### config.mk
export PLATFORM = sky130hd
export DESIGN_NAME = packet_demux_1to2
export DESIGN_NICKNAME = d
export VERILOG_FILES = /design/src/rtl/demux_pkg.sv /design/src/rtl/demux_out_buf.sv /design/src/rtl/packet_demux_1to2.sv
export SDC_FILE = /design/constraint.sdc
export NUM_CORES = 1
export LEC_CHECK = 0
export CAP_MARGIN = 20
export CORE_UTILIZATION = 35
export DETAILED_ROUTE_END_ITERATION = 8
export SLEW_MARGIN = 10
export SYNTH_ARGS = -nofsm -noshare
export SYNTH_HDL_FRONTEND = slang
export SYNTH_SLANG_ARGS = --single-unit
### constraint.sdc
create_clock -name clk -period 5.4 [get_ports clk]
set_input_delay 1.08 -clock clk [delete_from_list [all_inputs] [get_ports clk]]
set_output_delay 1.08 -clock clk [all_outputs]
set_load 0.02 [all_outputs]
### src/rtl/demux_pkg.sv
// rtl/demux_pkg.sv - shared types and constants for the 1:2 packet demux
package demux_pkg;

  localparam int DEMUX_WIDTH = 16;
  localparam int BUF_DEPTH   = 2;
  localparam int BUF_CNTW    = $clog2(BUF_DEPTH + 1);

  typedef enum logic [1:0] {
    IDLE   = 2'd0,
    ROUTE0 = 2'd1,
    ROUTE1 = 2'd2
  } state_e;

  function automatic logic route_bit(input state_e st, input logic sel);
    // IDLE follows the live in_sel; a route state pins the port for the packet.
    case (st)
      ROUTE0:  route_bit = 1'b0;
      ROUTE1:  route_bit = 1'b1;
      default: route_bit = sel;
    endcase
  endfunction

endpackage

### src/rtl/demux_out_buf.sv
// rtl/demux_out_buf.sv - two-entry FIFO-ordered valid/ready output buffer
module demux_out_buf
  import demux_pkg::*;
#(
  parameter int WIDTH = DEMUX_WIDTH
) (
  input  logic             clk,
  input  logic             rst,
  input  logic             push,
  input  logic [WIDTH-1:0] push_data,
  output logic             full,
  output logic             out_valid,
  input  logic             out_ready,
  output logic [WIDTH-1:0] out_data
);

  logic [WIDTH-1:0]    head_q, head_d;
  logic [WIDTH-1:0]    tail_q, tail_d;
  logic [BUF_CNTW-1:0] count_q, count_d;
  logic                pop;

  assign out_valid = (count_q != '0);
  assign out_data  = head_q;
  assign full      = (count_q == BUF_CNTW'(BUF_DEPTH));
  assign pop       = out_valid & out_ready;

  always_comb begin
    head_d  = head_q;
    tail_d  = tail_q;
    count_d = count_q;
    unique case ({push, pop})
      2'b10: begin
        if (count_q == '0) begin
          head_d = push_data;
        end else begin
          tail_d = push_data;
        end
        count_d = count_q + BUF_CNTW'(1);
      end
      2'b01: begin
        head_d  = tail_q;
        count_d = count_q - BUF_CNTW'(1);
      end
      2'b11: begin
        // Simultaneous push/pop keeps the occupancy; the new word lands behind any survivor.
        if (count_q == BUF_CNTW'(1)) begin
          head_d = push_data;
        end else begin
          head_d = tail_q;
          tail_d = push_data;
        end
      end
      default: begin
        head_d  = head_q;
      end
    endcase
  end

  always_ff @(posedge clk) begin
    if (rst) begin
      head_q  <= '0;
      tail_q  <= '0;
      count_q <= '0;
    end else begin
      head_q  <= head_d;
      tail_q  <= tail_d;
      count_q <= count_d;
    end
  end

endmodule

### src/rtl/packet_demux_1to2.sv
// rtl/packet_demux_1to2.sv - packet-aware 1:2 word demux with per-port buffers and counters
module packet_demux_1to2
  import demux_pkg::*;
#(
  parameter int WIDTH = DEMUX_WIDTH,
  parameter int CNTW  = 16
) (
  input  logic             clk,
  input  logic             rst,
  input  logic             in_valid,
  output logic             in_ready,
  input  logic [WIDTH-1:0] in_data,
  input  logic             in_sel,
  input  logic             in_last,
  output logic             out0_valid,
  input  logic             out0_ready,
  output logic [WIDTH-1:0] out0_data,
  output logic             out1_valid,
  input  logic             out1_ready,
  output logic [WIDTH-1:0] out1_data,
  output logic [CNTW-1:0]  cnt0,
  output logic [CNTW-1:0]  cnt1
);

  state_e          state_q;
  logic            tgt;
  logic            full0, full1;
  logic            in_xfer;
  logic            push0, push1;
  logic [CNTW-1:0] cnt0_q, cnt0_d;
  logic [CNTW-1:0] cnt1_q, cnt1_d;

  assign tgt      = route_bit(state_q, in_sel);
  // Readiness only looks at the target buffer, never at the consumer's ready.
  assign in_ready = !rst && (tgt ? !full1 : !full0);
  assign in_xfer  = in_valid & in_ready;
  assign push0    = in_xfer & !tgt;
  assign push1    = in_xfer & tgt;

  always_ff @(posedge clk) begin
    if (rst) begin
      state_q <= IDLE;
    end else if (in_xfer) begin
      case (state_q)
        IDLE: begin
          if (!in_last) begin
            state_q <= in_sel ? ROUTE1 : ROUTE0;
          end
        end
        ROUTE0, ROUTE1: begin
          if (in_last) begin
            state_q <= IDLE;
          end
        end
        default: state_q <= IDLE;
      endcase
    end
  end

  demux_out_buf #(.WIDTH(WIDTH)) u_buf0 (
    .clk       (clk),
    .rst       (rst),
    .push      (push0),
    .push_data (in_data),
    .full      (full0),
    .out_valid (out0_valid),
    .out_ready (out0_ready),
    .out_data  (out0_data)
  );

  demux_out_buf #(.WIDTH(WIDTH)) u_buf1 (
    .clk       (clk),
    .rst       (rst),
    .push      (push1),
    .push_data (in_data),
    .full      (full1),
    .out_valid (out1_valid),
    .out_ready (out1_ready),
    .out_data  (out1_data)
  );

  always_comb begin
    cnt0_d = cnt0_q + CNTW'(out0_valid & out0_ready);
    cnt1_d = cnt1_q + CNTW'(out1_valid & out1_ready);
  end

  always_ff @(posedge clk) begin
    if (rst) begin
      cnt0_q <= '0;
      cnt1_q <= '0;
    end else begin
      cnt0_q <= cnt0_d;
      cnt1_q <= cnt1_d;
    end
  end

  assign cnt0 = cnt0_q;
  assign cnt1 = cnt1_q;

endmodule

=== Yosys cells after proc, flatten, opt, wreduce, memory -nomap -nowiden ===
Cells that the tools add are included.

* Muxes and demuxes: 20
* Add/sub/neg operators: 6
* Eq/ne operators: 20
* Reductions and logical operators: 22
* Bitwise logic cells: 7

{| class="wikitable"
|+ Operators with widths
! cell !! number
|-
| $mux 16 || 8
|-
| $pmux 16 s3 || 2
|-
| $pmux 16 s2 || 2
|-
| $add 16x1->16 || 2
|-
| $eq 2x2->1 const B || 7
|-
| $ne 2x2->1 const B || 6
|-
| $pmux 2 s2 || 3
|-
| $reduce_bool 2->1 || 6
|-
| $eq 2x1->1 const B || 5
|-
| $reduce_and 3->1 || 3
|-
| $and 1x1->1 || 7
|-
| $logic_not 2->1 || 3
|-
| $mux 2 || 3
|-
| $reduce_bool 3->1 || 2
|-
| $add 2x1->2 const B || 2
|-
| $logic_not 1->1 || 4
|-
| $ne 2x1->1 const B || 2
|-
| $reduce_and 2->1 || 2
|-
| $sub 2x1->2 const B || 2
|-
| $pmux 1 s2 || 1
|-
| $reduce_or 2->1 || 1
|-
| $logic_and 1x1->1 || 1
|-
| $mux 1 || 1
|}

* Output and inout port bits: 67
* Input bits: 23
* Word-level logic and storage cells: 84
* Flip-flop bits (word level): 102

=== Longest topological paths before layout ===
Gate-level depths: netlist (run 1).

* Word-level depth: 9
* Depth in mapped cells: 12

=== By module ===
Synthesis (run 1) repeated with hierarchy kept, for this count alone.

* Cell total of the unflattened synthesis: 563
* Area total of the unflattened synthesis: 4956.0 um2

{| class="wikitable"
|+ Modules (own cells, without submodules)
! module !! cells an instance !! area an instance (um2) !! instances !! seq. area each (um2)
|-
| demux_out_buf || 194 || 1674.1 || 2 || 680.7
|-
| packet_demux_1to2 || 175 || 1607.8 || 1 || 680.7
|}

=== Worst setup path after synthesis (run 1) ===
No wires, ideal clock.

* Path kind: input-to-output
* Start: input in_sel
* End: output in_ready
* Cell stages on the path: 3
* Data arrival time: 1994 ps
* Data required time: 4320 ps
* Setup slack: 2326 ps
* Cells stage by stage: mux2_4 mux2_1 nor2_1

* Word-level cells in the longest chain between the ends: 3

{| class="wikitable"
|+ RTL lines
! element !! RTL line !! text
|-
| start, declared || packet_demux_1to2.sv:13 || <nowiki>input logic in_sel,</nowiki>
|-
| $pmux 1 s2 || demux_pkg.sv:16 || <nowiki>case (st)</nowiki>
|-
| $mux 1 || packet_demux_1to2.sv:35 || <nowiki>assign in_ready = !rst && (tgt ? !full1 : !full0);</nowiki>
|-
| $logic_and 1x1->1 || packet_demux_1to2.sv:35 ||
|-
| end, declared || packet_demux_1to2.sv:11 || <nowiki>output logic in_ready,</nowiki>
|}

Every way passes these cells.

=== Worst setup path in the final report (run 1) ===
Ends and elaborated chain as after synthesis.

==> impl_metrics.yaml, run 1 <==
critical_path:
  r2r-start: "state_q[0]"
  cp_top_family: "buffers and inverters"
  path_common_cell: "clkdlybuf4s50_1"
  worst-endpoint-required_ns: 4.32
  endpoint: "in_ready"
  endpoint_kind: "output port"
  crit_start: "in_sel"
  worstPathArrival_ns: 2.91
  r2r.worst_path.cells: 10
  slowest_delay_ns: 0.61
  rrSetupSlack_ns: 2.50
  critPathLaunchType: "primary input"
  path_depth: 5
  crit_type: "in2out"
  crit_chain: "clkdlybuf4s50_1, mux2_4, mux2_1, nor2_1, clkdlybuf4s50_1"
  crit_fanout: 8
  r2r-end: "u_buf0.out_data[1]"
  crit_slowest_cell: "clkdlybuf4s50_1"
  crit_buf_inv: 2
pwr:
  leakage_nw: 2.218
  p_clk_share_pct: 23.6
  p_comb_share_pct: 39.5
  seqPwrFrac_pct: 36.8
  switching_share_pct: 36.97
  p_per_area_nw_per_um2: 462.7
  power_switching_uw: 991.5
  ir_drop_v: 0.0001945
  p_int_mw: 1.691
clock_tree:
  hold_buffers: 0
  path_clk_slew_ns: 0.07
  max-clock-path-buffers: 2
  cts_tree: "yes"
  cts_num_sinks: 102
  clock_latency_ns: 0.35
  cts_setup_buffers: 0
  cts_max_level: 3
  cts_root_buf: "clkbuf_16"
  numCtsBuffers: 9
  cts_resized: 0
synthesis:
  syn_nets: 510
  ys_seq_area_share_pct: 45.35
  synth_top_area_share_pct: 45.35
  ys_warn_count: 0
  netlist-cell-type-count: 43
  yosys.area_share.simple_pct: 20.78
  muxShareOfSynthArea_pct: 8.391
  syn_inst: 468
  yosysTopAreaCell: "dfxtp_1"
  synth_area_leaders: "dfxtp_1 (45%), nor2_1 (8.0%), mux2i_1 (7.6%)"
  synth_top_family_by_area: "simple AND/OR/NAND/NOR gates"
  syn-mean-instance-area_um2: 9.622
  synth_adder_area_share_pct: 5.279
  synth-xor-area-share_pct: 5.251
  synth_seq_cells: 102
  synth.cell_area_um2: 4503
  synth-compound-area-share_pct: 11.31
global_route:
  antenna_found_initial: 0
  grt_max_degree: 72
  grt_pass1_wl_um: 16730
  grtUsageTotal_pct: 16.17
  grt_pass1_vias: 3375
  overflow: 0
layout:
  syn2layout_area_growth_pct: 28.73
  antenna-diode-count: 0
  drive_gt1_share_pct: 9.455
  nets: 587
  post-route-util_pct: 46.12
  fillers: 1172
  stdcell_count: 722
run:
  cap_violations: 0
drt:
  ant_nets: 0
  via_count: 3587
  wirelength_um: 10320
  viasPerCell: 4.968
  post-route-drc-count: 0
  routedWlPerCell_um: 14.30
  drtIter0Drc: 269
  drtPass1Iterations: 4
floorplanning:
  dieArea_um2: 13320
  fp.dieH_um: 115.4
  rows: 41
  initial_core_util_pct: 35.83
  design.core.area_um2: 12570
  fp.dieW_um: 115.4
  ioPinCount: 90
place:
  globalplace.congestion: 0.7306
  pre_cts_slack_ns: 1.412
  dp.cells: 706
  portBuffers: 89
  dp_hpwl_um: 7231
sta:
  skew_ns: 0.004181
  post-route-period-util_pct: 73.84
  final_hold_viol_count: 0
  timing.final.ws_setup_ns: 1.413
  setup_viol: 0
  fmax_mhz: 250.8
  min_period_ns: 3.987
  rsz0062_at_grt: "false"
  maxSlewHeadroom_pct: 36.81
  setup_tns_ns: 0
  maxSlewViolCount: 0
  tightest_slew_ns: 0.9479
status:
  status: "complete, no violations"
worst_hold_path:
  hp-class: "reg2reg"
-- per-layer routing --
metal  wire [µm]  global-route usage (%)  up-vias
met5           0                       0        -
met4         141                   5.455        0
met3         430                   3.295       11
met2        4947                   26.19       71
met1        4804                   21.46     1703
li1            -                       -     1802
-- placed cells by master, fill, tap and decap left out, types with 16 or more instances in the layout --
master | netlist | layout
dfxtp_1 | 102 | 102
xor2_1 | 17 | 17
mux2i_1 | 34 | 34
clkdlybuf4s50_1 | 0 | 88
nor3_1 | 28 | 28
a221oi_1 | 22 | 22
nand2_1 | 16 | 16
ha_1 | 19 | 19
nor2_1 | 96 | 96
-- power by group through the flow --
| stage | Clock (mW) | Combinational (mW) | Sequential, mW |
|---|---|---|---|
| floorplan | 0 | 0.570 | 1.12 |
| global placement | 0 | 1.06 | 1.00 |
| CTS | 0.655 | 1.08 | 0.992 |
| global route | 0.688 | 1.17 | 1.01 |
| detailed placement | 0 | 1.07 | 1.01 |
| finish | 0.634 | 1.06 | 0.988 |
-- sequential cells by signal, indices dropped and copies added, names as in the netlist --
| register | cells |
|---|---|
| state_q | 2 |
| u_buf0.tail_q | 16 |
| u_buf1.out_data | 16 |
| u_buf0.count_q | 2 |
| cnt0 | 16 |
| u_buf0.out_data | 16 |
| u_buf1.tail_q | 16 |
| u_buf1.count_q | 2 |
| cnt1 | 16 |
-- cells in the mapped netlist, drive strengths merged --
cell type / count
ha: 19
buf: 9
nor3b: 1
nand4: 9
and3: 2
nor2: 96
a211oi: 2
clkbuf: 15
a221oi: 33
nand2b: 3
dfxtp: 102
nand2: 16
o31a: 1
o21ai: 3
a21oi: 4
nor4: 3
a31o: 2
or3b: 1
xnor2: 10
a31oi: 1
o21a: 3
mux2: 3
or3: 3
inv: 15
xor2: 17
nor3: 36
nand3: 9
o31ai: 1
a22oi: 1
mux2i: 34
or2: 1
and2: 2
and4: 2
nor2b: 9
-- worst min-delay path: cells and delay by family, from the launching register on --
kind             cells  cell delay (ns)
flip-flops           1             0.31
multiplexers         1             0.06
AND/OR/NAND/NOR      1             0.06
-- cell type report --
class                           count  area (µm²)  share of cell area (%)
Inverter                           15       56.30                  0.9713
Clock buffer                       10       239.0                   4.123
Tap cell                          172       215.2                   3.712
Multi-Input combinational cell    327        2297                   39.63
Timing Repair Buffer               90       895.9                   15.45
Clock inverter                      6       51.30                  0.8850
Sequential cell                   102        2042                   35.23
-- how the worst min path moves through the flow --
stage	slack, ns	startpoint	cells after the start	endpoint
finish	0.48	state_q[0]	2	state_q[0]
global route	0.52	u_buf1.out_data[9]	2	u_buf1.out_data[9]
CTS	0.48	state_q[0]	2	state_q[0]
detailed placement	0.47	state_q[0]	2	state_q[0]
global placement	0.46	state_q[0]	2	state_q[0]
floorplan	0.45	state_q[0]	2	state_q[0]
-- cells by family (layout without fill, tap and decap cells) --
| group | count (synthesis) | in the layout |
|---|---|---|
| AND/OR/NAND/NOR | 193 | 193 |
| flip-flops | 102 | 102 |
| AO/OA/AOI/OAI | 51 | 51 |
| buffers and inverters | 39 | 121 |
| multiplexers | 37 | 37 |
| XOR/XNOR | 27 | 27 |
| adder cells (fa/ha/maj) | 19 | 19 |
-- metrics by stage --
stage / power, mW / cell area, µm² / hold WS [ns]
after global placement: 2.062 / 5507 / 0.4623
after CTS: 2.722 / 5797 / 0.4828
final: 2.682 / 5797 / 0.4759
after global routing: 2.866 / 5797 / 0.5177
after floorplan: 1.693 / 4503 / 0.4480
after detailed placement: 2.077 / 5507 / 0.4731
(Power assumes the default switching activity.)
==> run 2: changes to the inputs <==
clock period = 4.1 ns   (was 5.4 ns; I/O delays follow)
==> run 2 against run 1 <==
Effect of this change:
- die area did not move
- sequential share of layout area shrank 0.36 points
- setup slack worse by 0.76 ns
- combinational power is 34% higher
- hold slack worse by 0.0021 ns
- register-to-register slack worse by 1.1 ns
- clock skew about the same
==> impl_metrics.yaml, run 2 (synthesis results as in run 1) <==
floorplanning:
  dieArea_um2: 13320
  initial_core_util_pct: 35.83
  design.core.area_um2: 12570
  ioPinCount: 90
  rows: 41
  fp.dieH_um: 115.4
  fp.dieW_um: 115.4
sta:
  setup_tns_ns: 0
  skew_ns: 0.004033
  tightest_slew_ns: 0.9160
  post-route-period-util_pct: 84.10
  maxSlewHeadroom_pct: 38.93
  maxSlewViolCount: 0
  final_hold_viol_count: 0
  setup_viol: 0
  rsz0062_at_grt: "false"
  min_period_ns: 3.448
  fmax_mhz: 290.0
critical_path:
  endpoint_kind: "output port"
  crit_type: "in2out"
  r2r.worst_path.cells: 10
  worst-endpoint-required_ns: 3.28
  critPathLaunchType: "primary input"
  rrSetupSlack_ns: 1.41
  crit_fanout: 8
  r2r-start: "state_q[1]"
  r2r-end: "u_buf1.out_data[11]"
  worstPathArrival_ns: 2.63
clock_tree:
  cts_root_buf: "clkbuf_16"
  cts_setup_buffers: 0
  clock_latency_ns: 0.34
  numCtsBuffers: 9
  cts_resized: 0
  cts_max_level: 3
  path_clk_slew_ns: 0.07
  hold_buffers: 0
  cts_num_sinks: 102
  max-clock-path-buffers: 2
  cts_tree: "yes"
worst_hold_path:
  hold_start: "state_q[0]"
  hp-class: "reg2reg"
  holdPathEnd: "state_q[0]"
  min_delay_path_depth: 2
global_route:
  grt_pass1_wl_um: 16980
  grt_max_degree: 82
  grtUsageTotal_pct: 16.34
  grt_pass1_vias: 3394
  antenna_found_initial: 0
  overflow: 0
status:
  status: "complete, no violations"
layout:
  antenna-diode-count: 0
  fillers: 1199
  layout.cells.most_common_list: "dfxtp_1 (102), nor2_1 (96), clkdlybuf4s50_1 (88), mux2i_1 (34), nor3_1 (28)"
  syn2layout_area_growth_pct: 30.06
  nets: 591
  drive_gt1_share_pct: 9.946
  final_common_cell: "dfxtp_1"
pwr:
  p_int_mw: 2.335
  switching_share_pct: 35.99
  seqPwrFrac_pct: 35.9
  p_clk_share_pct: 25.3
  p_per_area_nw_per_um2: 622.9
  fin_total_pwr_mw: 3.648
  leakage_nw: 2.242
  ir_drop_v: 0.0002552
  p_comb_share_pct: 38.9
  power_switching_mw: 1.313
place:
  dp_hpwl_um: 7322
  globalplace.congestion: 0.7337
  portBuffers: 89
drt:
  post-route-drc-count: 0
  ant_nets: 0
  drtPass1Iterations: 4
  via_count: 3629
  viasPerCell: 5.006
  routedWlPerCell_um: 14.55
  wirelength_um: 10550
  drtIter0Drc: 252
run:
  cap_violations: 0
## run 2: final cells by class
class | count | area, µm² | area share [%]
inverter | 15 | 56.30 | 0.9613
clock buffer | 9 | 225.2 | 3.845
clock inverter | 6 | 95.09 | 1.624
timing repair buffer | 94 | 925.9 | 15.81
sequential | 102 | 2042 | 34.86
multi-input combinational | 327 | 2297 | 39.22
tap | 172 | 215.2 | 3.674
## run 2: per-stage QoR
stage	instances	instance area [µm²]	util (%)	setup WS (ns)	hold slack [ns]
2_1_floorplan	468	4503	-	1.465	0.4480
3_3_place_gp	710	5537	44.05	0.6407	0.4592
3_5_place_dp	710	5537	44.05	0.6290	0.4739
4_1_cts	725	5857	46.60	0.6313	0.4836
5_1_grt	725	5857	46.60	0.6057	0.5092
6_report	725	5857	46.60	0.6521	0.4738
## run 2: layer usage
layer | part of all wire [%] | up-vias | global-route usage (%)
li1 | - | 1799 | -
met1 | 46 | 1742 | 21.39
met2 | 48 | 75 | 26.63
met3 | 3.7 | 13 | 2.667
met4 | 1.9 | 0 | 7.013
met5 | 0 | - | 0
## run 2: power by group through the flow
stage / registers [mW] / clock network, mW / logic, mW
global route: 1.33 / 0.986 / 1.55
detailed placement: 1.33 / 0 / 1.43
CTS: 1.31 / 0.944 / 1.44
global placement: 1.32 / 0 / 1.41
finish: 1.31 / 0.922 / 1.42
floorplan: 1.48 / 0 / 0.751
## run 2: how the worst max path moves through the flow
stage                      start                 to  depth (start not counted)
final                     in_sel           in_ready                          5
after global routing      in_sel           in_ready                          5
after CTS                 in_sel           in_ready                          5
after detailed placement  in_sel           in_ready                          5
after global placement    in_sel           in_ready                          5
after floorplan              rst  u_buf0.tail_q[10]                          9
## run 2: critical path: stages
cell and delay [ns]:
clkdlybuf4s50_1 0.43, mux2_4 0.35, mux2_1 0.32, nor2_1 0.10
clkdlybuf4s50_1 0.61
==> run 3: changes to the inputs <==
clock period = 3.5 ns   (was 4.1 ns; I/O delays follow)
==> run 3 against run 2 <==
Effect of this change:
- sequential share of layout area increased by 0.18 points
- sequential power increased by 17%
- largest cell class unchanged
- critical endpoint unchanged
- routed wire length decreased by 0.56%
- setup slack got worse by 0.40 ns
- critical path depth unchanged
- combinational power increased by 17%
==> impl_metrics.yaml, run 3 (synthesis results as in run 1) <==
status:
  status: "complete, no violations"
drt:
  drtIter0Drc: 255
  viasPerCell: 4.963
  routedWlPerCell_um: 14.47
  wirelength_um: 10490
  drtPass1Iterations: 4
  via_count: 3598
  post-route-drc-count: 0
  ant_nets: 0
clock_tree:
  cts_setup_buffers: 0
  cts_max_level: 3
  numCtsBuffers: 9
  cts_resized: 0
  clock_latency_ns: 0.35
  cts_root_buf: "clkbuf_16"
  max-clock-path-buffers: 2
  path_clk_slew_ns: 0.07
  hold_buffers: 0
  cts_tree: "yes"
  cts_num_sinks: 102
layout:
  drive_gt1_share_pct: 9.765
  final_common_cell: "dfxtp_1"
  syn2layout_area_growth_pct: 29.40
  post-route-util_pct: 46.36
  layout.cells.most_common_list: "dfxtp_1 (102), nor2_1 (96), clkdlybuf4s50_1 (88), mux2i_1 (34), nor3_1 (28)"
  stdcell_count: 725
  nets: 591
  fillers: 1214
  design_area_um2: 5827
  antenna-diode-count: 0
place:
  globalplace.congestion: 0.7443
  placed_area_um2: 5537
  dp.cells: 710
  dp_hpwl_um: 7327
  pre_cts_slack_ns: 0.2335
  portBuffers: 89
pwr:
  ir_drop_v: 0.0003664
  fin_total_pwr_mw: 4.177
  p_per_area_nw_per_um2: 716.8
  leakage_nw: 2.234
critical_path:
  crit_chain: "clkdlybuf4s50_1, mux2_4, mux2_1, nor2_1, clkdlybuf4s50_1"
  crit_fanout: 8
  crit_type: "in2out"
  path_common_cell: "clkdlybuf4s50_1"
  crit_slowest_cell: "clkdlybuf4s50_1"
  slowest_delay_ns: 0.62
  critPathLaunchType: "primary input"
  worstPathArrival_ns: 2.55
  endpoint_kind: "output port"
  worst-endpoint-required_ns: 2.80
sta:
  setup_tns_ns: 0
  maxSlewHeadroom_pct: 42.72
  rsz0062_at_grt: "false"
  maxSlewViolCount: 0
  timing.final.ws_setup_ns: 0.2524
  hold_slack_ns: 0.4744
  post-route-period-util_pct: 92.79
  setup_viol: 0
  final_hold_viol_count: 0
  skew_ns: 0.008862
  tightest_slew_ns: 0.8592
  min_period_ns: 3.248
  fmax_mhz: 307.9
global_route:
  antenna_found_initial: 0
  grt_pass1_wl_um: 16890
  grtUsageTotal_pct: 16.35
  grt_max_degree: 82
  overflow: 0
  grt_pass1_vias: 3387
floorplanning:
  fp.dieW_um: 115.4
  design.core.area_um2: 12570
  dieArea_um2: 13320
  rows: 41
  ioPinCount: 90
  fp.dieH_um: 115.4
  initial_core_util_pct: 35.83
run:
  cap_violations: 0
worst_hold_path:
  hp-class: "reg2reg"
-- run 3: layout make-up --
cell class              instances  area (µm²)  share of cell area [%]
clock inverters                 5       61.31                   1.052
well taps                     172       215.2                   3.693
flip-flops and latches        102        2042                   35.04
inverters                      15       56.30                  0.9663
multi-input cells             327        2297                   39.42
clock buffers                  10       229.0                   3.930
repair buffers                 94       925.9                   15.89
-- run 3: power breakdown --
group / switching (mW) / internal (mW) / total [mW]
Combinational: 0.944 / 0.717 / 1.66
Clock: 0.432 / 0.553 / 0.985
Sequential: 0.137 / 1.39 / 1.53
-- run 3: final timing paths --
path / cells past startpoint / startpoint / endpoint / slack, ns
min reg2reg: 2 / state_q[0] / state_q[0] / 0.47
max: 5 / in_sel / in_ready / 0.25
max reg2reg: 10 / state_q[1] / u_buf1.tail_q[13] / 0.73
min: 2 / state_q[0] / state_q[0] / 0.47
-- run 3: worst max-delay path, delay by kind of cell --
family        cells  cell delay, ns
buf+inv           2            1.05
mux               2            0.68
simple gates      1            0.11
-- run 3: per-layer routing --
| metal | routed length (µm) | GRT usage [%] | share of wire [%] | up-vias |
|---|---|---|---|---|
| met5 | 0 | 0 | 0 | - |
| met4 | 102 | 4.762 | 0.97 | 0 |
| met3 | 362 | 3.975 | 3.5 | 9 |
| met2 | 5119 | 26.51 | 49 | 64 |
| met1 | 4906 | 21.56 | 47 | 1726 |
| li1 | - | - | - | 1799 |
